===== config.mk =====
export PLATFORM = sky130hd
export DESIGN_NAME = intc_mmio
export DESIGN_NICKNAME = d
export VERILOG_FILES = /design/src/rtl/intc_mmio.sv
export SDC_FILE = /design/constraint.sdc
export NUM_CORES = 1
export LEC_CHECK = 0
export ABC_CLOCK_PERIOD_IN_PS = 2620
export CELL_PAD_IN_SITES_DETAIL_PLACEMENT = 0
export CELL_PAD_IN_SITES_GLOBAL_PLACEMENT = 1
export CORE_MARGIN = 5
export CORE_UTILIZATION = 44
export CTS_CLUSTER_DIAMETER = 40
export CTS_CLUSTER_SIZE = 40
export DETAILED_ROUTE_END_ITERATION = 10
export PLACE_DENSITY_LB_ADDON = 0.1
export SLEW_MARGIN = 20
export SYNTH_ARGS = -nofsm -noshare
export SYNTH_HDL_FRONTEND = slang
export SYNTH_SLANG_ARGS = --single-unit
export TNS_END_PERCENT = 5

===== constraint.sdc =====
create_clock -name wb_clk_i -period 2.62 [get_ports wb_clk_i]
set_clock_uncertainty 0.1 [all_clocks]
set_input_delay 0.393 -clock wb_clk_i [delete_from_list [all_inputs] [get_ports wb_clk_i]]
set_output_delay 0.393 -clock wb_clk_i [all_outputs]
set_load 0.1 [all_outputs]

===== src/rtl/intc_mmio.sv =====
// intc_mmio: memory-mapped, fixed-priority interrupt controller for the
// jacaranda CPU data-memory port. Rising edges on src_i latch into PEND,
// the lowest-index eligible source is presented to the CPU, and further
// requests are blocked until the handler writes STAT (EOI).
// Optional: define INTC_EVT_CNT_EN to add per-source 8-bit saturating
// edge counters CNT[i] at offsets 4+NUM_SRC+i.
module intc_mmio #(
  parameter int         NUM_SRC   = 4,
  parameter logic [7:0] BASE_ADDR = 8'd232
) (
  input  logic               wb_clk_i,
  input  logic               wb_rst_ni,
  input  logic [NUM_SRC-1:0] src_i,
  input  logic [7:0]         addr_i,
  input  logic [7:0]         wdata_i,
  input  logic               we_i,
  output logic [7:0]         rdata_o,
  output logic               hit_o,
  output logic               int_req_o,
  output logic [7:0]         int_vec_o,
  input  logic               int_ack_i,
  output logic               int_en_o
);

`ifdef INTC_EVT_CNT_EN
  localparam int WIN = 4 + 2 * NUM_SRC;
`else
  localparam int WIN = 4 + NUM_SRC;
`endif
  localparam logic [8:0] WIN9 = 9'(WIN);

  typedef enum logic [1:0] {IDLE, REQ, SVC} state_e;

  state_e                    state_q, state_d;
  logic                      gie_q, gie_d;
  logic [NUM_SRC-1:0]        mask_q, mask_d;
  logic [NUM_SRC-1:0]        pend_q, pend_d;
  logic [NUM_SRC-1:0]        src_dly_q;
  logic [NUM_SRC-1:0][7:0]   vec_q, vec_d;
  logic [2:0]                id_q, id_d;
  logic                      req_q, req_d;
  logic [7:0]                ivec_q, ivec_d;
  logic                      en_q, en_d;

  logic [7:0]                off;
  logic                      wr_hit, busy, eoi, ack_take, id_live;
  logic [NUM_SRC-1:0]        rise, elig, id_oh;
  logic [2:0]                win;
  logic [7:0]                win_vec;

  assign off      = addr_i - BASE_ADDR;
  assign hit_o    = (addr_i >= BASE_ADDR) && ({1'b0, off} < WIN9);
  assign wr_hit   = we_i & hit_o;
  assign rise     = src_i & ~src_dly_q;
  assign elig     = pend_q & mask_q & {NUM_SRC{gie_q}};
  assign busy     = (state_q == SVC);
  assign eoi      = wr_hit && (off == 8'd3) && busy;
  assign ack_take = (state_q == REQ) && int_ack_i;
  assign id_live  = |(id_oh & elig);

  assign int_req_o = req_q;
  assign int_vec_o = ivec_q;
  assign int_en_o  = en_q;

  // Priority pick (lowest index wins) and one-hot decode of the latched id.
  always_comb begin
    win     = '0;
    win_vec = '0;
    id_oh   = '0;
    for (int i = NUM_SRC - 1; i >= 0; i--) begin
      if (elig[i]) begin
        win     = 3'(i);
        win_vec = vec_q[i];
      end
    end
    for (int i = 0; i < NUM_SRC; i++) id_oh[i] = (id_q == 3'(i));
  end

  // Register-file writes and pending-bit update; a new edge beats any clear.
  always_comb begin
    gie_d  = gie_q;
    mask_d = mask_q;
    vec_d  = vec_q;
    pend_d = pend_q;
    if (wr_hit && off == 8'd0) gie_d  = wdata_i[0];
    if (wr_hit && off == 8'd1) mask_d = wdata_i[NUM_SRC-1:0];
    for (int i = 0; i < NUM_SRC; i++)
      if (wr_hit && off == 8'(4 + i)) vec_d[i] = wdata_i;
    if (wr_hit && off == 8'd2) pend_d = pend_d & ~wdata_i[NUM_SRC-1:0];
    if (ack_take)              pend_d = pend_d & ~id_oh;
    pend_d = pend_d | rise;
  end

  // Request FSM: arbitrate in IDLE, hold in REQ, block in SVC until EOI.
  always_comb begin
    state_d = state_q;
    id_d    = id_q;
    req_d   = req_q;
    ivec_d  = ivec_q;
    unique case (state_q)
      IDLE: begin
        req_d = 1'b0;
        if (|elig) begin
          id_d    = win;
          ivec_d  = win_vec;
          req_d   = 1'b1;
          state_d = REQ;
        end
      end
      REQ: begin
        if (int_ack_i) begin
          req_d   = 1'b0;
          state_d = SVC;
        end else if (!id_live) begin
          req_d   = 1'b0;
          state_d = IDLE;
        end
      end
      SVC: begin
        req_d = 1'b0;
        if (eoi) state_d = IDLE;
      end
      default: begin
        req_d   = 1'b0;
        state_d = IDLE;
      end
    endcase
    en_d = gie_d && (state_d != SVC);
  end

  // State and register storage.
  always_ff @(posedge wb_clk_i or negedge wb_rst_ni) begin
    if (!wb_rst_ni) begin
      state_q   <= IDLE;
      gie_q     <= 1'b0;
      mask_q    <= '0;
      pend_q    <= '0;
      src_dly_q <= '0;
      vec_q     <= '0;
      id_q      <= '0;
      req_q     <= 1'b0;
      ivec_q    <= '0;
      en_q      <= 1'b0;
    end else begin
      state_q   <= state_d;
      gie_q     <= gie_d;
      mask_q    <= mask_d;
      pend_q    <= pend_d;
      src_dly_q <= src_i;
      vec_q     <= vec_d;
      id_q      <= id_d;
      req_q     <= req_d;
      ivec_q    <= ivec_d;
      en_q      <= en_d;
    end
  end

`ifdef INTC_EVT_CNT_EN
  logic [NUM_SRC-1:0][7:0] cnt_q, cnt_d;

  // Saturating edge counters; a write clears, an edge in the same cycle counts.
  always_comb begin
    cnt_d = cnt_q;
    for (int i = 0; i < NUM_SRC; i++) begin
      if (wr_hit && off == 8'(4 + NUM_SRC + i)) cnt_d[i] = '0;
      if (rise[i] && cnt_d[i] != 8'hFF) cnt_d[i] = cnt_d[i] + 8'd1;
    end
  end

  // Counter storage.
  always_ff @(posedge wb_clk_i or negedge wb_rst_ni) begin
    if (!wb_rst_ni) cnt_q <= '0;
    else            cnt_q <= cnt_d;
  end
`endif

  // Combinational read mux; zero outside the window.
  always_comb begin
    rdata_o = '0;
    if (hit_o) begin
      case (off)
        8'd0:    rdata_o[0]           = gie_q;
        8'd1:    rdata_o[NUM_SRC-1:0] = mask_q;
        8'd2:    rdata_o[NUM_SRC-1:0] = pend_q;
        8'd3:    rdata_o              = {busy, 4'b0000, id_q};
        default: ;
      endcase
      for (int i = 0; i < NUM_SRC; i++)
        if (off == 8'(4 + i)) rdata_o = vec_q[i];
`ifdef INTC_EVT_CNT_EN
      for (int i = 0; i < NUM_SRC; i++)
        if (off == 8'(4 + NUM_SRC + i)) rdata_o = cnt_q[i];
`endif
    end
  end

endmodule

==> summary.txt <==
Finish
  – ANT cells: 0
  – Util after Layout: 62.4%
  – Nets@finish: 372
  – Fraction of layout cells with a size suffix above 1: 36.0%
  – Filler Cells Inserted: 577
  – Register area: 1480 sq um
  – Area grow syn2layout: 36.7%
  – Area of the multi-input gates: 1640 sq um

Pwr
  – Switch share: 24.1%
  – Pwr dens: 457 nW/um^2
  – Sw Pwr: 469 uW
  – Combinational Power Share: 10.7%
  – Seq pwr share: 48.2%
  – Pint: 1.48 mW
  – Pleak: 1.94 nW
  – Peak VDD IR: 0.275 mV
  – Clock power share: 41.1%
  – Power after layout: 1.95 mW

Floorplan
  – Die width: 94.2 um
  – Core footprint: 6830 sq um
  – Die area: 8870 sq um
  – Io pins: 43
  – Initial Util: 45.6%
  – Rows: 30
  – Die Ht: 94.2 um

Clock tree
  – CTS sink count: 59
  – Clk buf depth: 2
  – Clock Pin Slew Worst Setup and Hold Paths: 60 ps
  – CTS Hold Buffers Added: 0
  – Total CTS buffers: 9
  – Clk root buf: clkbuf_8
  – Worst-skew pair later-pin latency: 340 ps
  – H-tree Lvls: 3
  – CTS tree: built

Timing
  – Max Slew Vio Count: 0
  – Setup TNS: 0 ps
  – Worst-Margin Slew: 821 ps
  – Count of final setup violators: 0
  – Final Cycle Share: 96.8%
  – Min Clock Period, post-route: 2540 ps
  – RSZ-0062 raised after global routing: false
  – Worst Hold Slack: 101 ps
  – Slew margin rel.: 45.0%
  – Final hold violation count: 0
  – F_max: 394 MHz

Route
  – Drt wl/cell: 19.3 um
  – DRT Wirelength: 8.60 mm
  – Vias per cell: 5.60
  – DR vias: 2,497
  – TritonRoute pass-1 iters: 5
  – Drt drc: 0
  – 1st-iter DRT viols: 188
  – ANT nets after route: 0

Global route
  – GR Util All Layers: 21.0%
  – Grt ovf: 0
  – Vias in the first global route: 2,577
  – First-pass GRT wire length: 13.8 mm
  – Initial antenna violation count: 0
  – Pin count of the biggest net entering global routing: 60

Setup path
  – Top delay family on crit path: compound AO/OA/AOI/OAI gates
  – Crit path max-delay cell type: dlygate4sd2_1
  – Crit path buffers/inverters: 3
  – CP startpoint kind: input port
  – Max incr delay on CP: 260 ps
  – Worst EP arrival: 2040 ps
  – Required time of the critical path: 2130 ps
  – Crit. End Element: primary output
  – Crit path cell chain: dlygate4sd2_1, inv_2, ha_4, and3b_2, mux2i_4, a21oi_4, a31oi_4, a2111oi_4, buf_12
  – Setup CP Type: in -> out
  – Worst Path Max Fanout: 2

Logic synthesis
  – Synthesized area per cell: 11.7 sq um
  – Main flop type after synthesis: dfrtp_1
  – Share of flip-flops with an asynchronous set or reset: 100%
  – Post-synth EDFFs: 0
  – Synthesized area: 3120 sq um
  – Mapped Cells: 266
  – Syn nets: 291
  – Distinct cells, synth: 44
  – Number of synthesized register bits: 59
  – Sequential area share after synthesis: 47.4%
  – Area fraction of the dominant cell type after synthesis: 47.4%
  – YS warnings: 0
  – Area leader, netlist: dfrtp_1
  – Synth top area cells: dfrtp_1 47%, mux2_4 12%, mux4_2 4.3%

Placed design
  – Post-DP HPWL: 6.05 mm
  – RD Place Congestion: 0.854
  – I/O Buffers: 42

Flow run
  – Max-Cap Viols: 0

Outcome
  – Status: finished clean

Worst hold path
  – HP Class: in -> async
-- routing by layer --
layer / vias up / routed length [um] / track usage (%)
met5: - / 0 / 0
met4: 0 / 224 / 9.39
met3: 15 / 470 / 5.77
met2: 68 / 3940 / 31.4
met1: 1256 / 3970 / 28.4
li1: 1158 / - / -
-- state kept, by name, indices dropped and copies added, names as in the netlist --
register   flops
int_req_o      1
src_dly_q      4
pend_q         4
int_en_o       1
gie_q          1
vec_q         32
int_vec_o      8
id_q           2
state_q        2
mask_q         4
-- cells in the final DEF, fill, tap and decap left out, types with 2 or more instances in the layout --
| cell | instances |
|---|---|
| a21o_1 | 3 |
| a21oi_1 | 8 |
| a221oi_1 | 8 |
| a222oi_1 | 2 |
| a32o_1 | 3 |
| and2_2 | 2 |
| buf_12 | 11 |
| buf_4 | 45 |
| buf_6 | 2 |
| clkbuf_8 | 10 |
| clkdlybuf4s50_1 | 15 |
| clkinv_2 | 2 |
| dfrtp_1 | 59 |
| dlygate4sd2_1 | 5 |
| inv_1 | 9 |
| inv_2 | 2 |
| mux2_1 | 8 |
| mux2_2 | 7 |
| mux2_4 | 24 |
| mux2i_1 | 4 |
| mux4_2 | 6 |
| nand2_1 | 27 |
| nand2b_1 | 4 |
| nand3_1 | 6 |
| nand4_1 | 3 |
| nor2_1 | 12 |
| nor2b_1 | 6 |
| nor3_1 | 2 |
| nor4_4 | 2 |
| o211ai_1 | 2 |
| o21ai_0 | 4 |
| o21ai_1 | 3 |
| o22ai_1 | 10 |
| o31ai_1 | 9 |
| or3_1 | 2 |
-- area by class of cell --
type / instances / area share [%]
Timing Repair Buffer: 81 / 18.8
Inverter: 11 / 0.969
Clock inverter: 3 / 0.940
Tap cell: 96 / 2.82
Sequential cell: 59 / 34.7
Clock buffer: 11 / 3.32
Multi-Input combinational cell: 185 / 38.5
-- kinds of logic after synthesis --
group | count (synthesis) | synth area share, %
AOI/OAI and AO/OA | 60 | 13.4
and+or+nand+nor | 74 | 12.8
DFF | 59 | 47.4
adders and majority gates | 1 | 0.401
buffers and inverters | 22 | 3.01
muxes | 50 | 23.0
-- final timing paths --
kind	startpoint	to	slack [ps]	depth (start not counted)
max	addr_i[4]	rdata_o[1]	80	9
min	wb_rst_ni	vec_q[4]$_DFFE_PN0P_	100	2
max reg2reg	pend_q[2]$_DFF_PN0_	int_vec_o[1]$_DFFE_PN0P_	680	5
min reg2reg	int_vec_o[4]$_DFFE_PN0P_	int_vec_o[4]$_DFFE_PN0P_	370	2
max in group asynchronous	wb_rst_ni	vec_q[1]$_DFFE_PN0P_	1820	2
min in group wb_clk_i	int_vec_o[4]$_DFFE_PN0P_	int_vec_o[4]$_DFFE_PN0P_	370	2
-- power by group through the flow --
stage	registers [mW]	clock network [mW]	logic, mW
global route	0.938	0.861	0.227
CTS	0.937	0.808	0.210
floorplan	0.953	0	0.0846
finish	0.938	0.799	0.209
global placement	0.953	0	0.198
detailed placement	0.954	0	0.201
-- per-stage QoR --
stage	cells	cell area, sq um	setup slack, ps
2_1_floorplan	266	3160	-422
3_3_place_gp	431	4020	-223
3_5_place_dp	431	4020	-230
4_1_cts	446	4260	0.575
5_1_grt	446	4260	12.0
6_report	446	4260	82.9
-- repair_timing --
action | CTS | global route
pin swaps | 6 | 3
gates resized for setup | 21 | 1
setup endpoints to repair | 9 | 5
buffers inserted | 1 | 0
-- Yosys cell counts (2+ instances only) --
library cell,n
o22ai_1,10
a21oi_1,10
mux2_1,8
and2_1,2
nor4_4,2
o211ai_1,2
a32o_1,3
nor3_1,2
mux4_2,6
nor2b_1,7
a222oi_1,2
nand4_1,3
nor2_1,12
o31ai_1,9
inv_1,11
clkbuf_1,8
mux2i_1,4
or3_1,2
nand2b_1,4
dfrtp_1,59
and3b_1,2
a221oi_1,8
nand2_1,27
nand3_1,6
mux2_4,24
o21ai_0,7
mux2_2,7
a21o_1,3
Power figures use the tool's default switching activity.
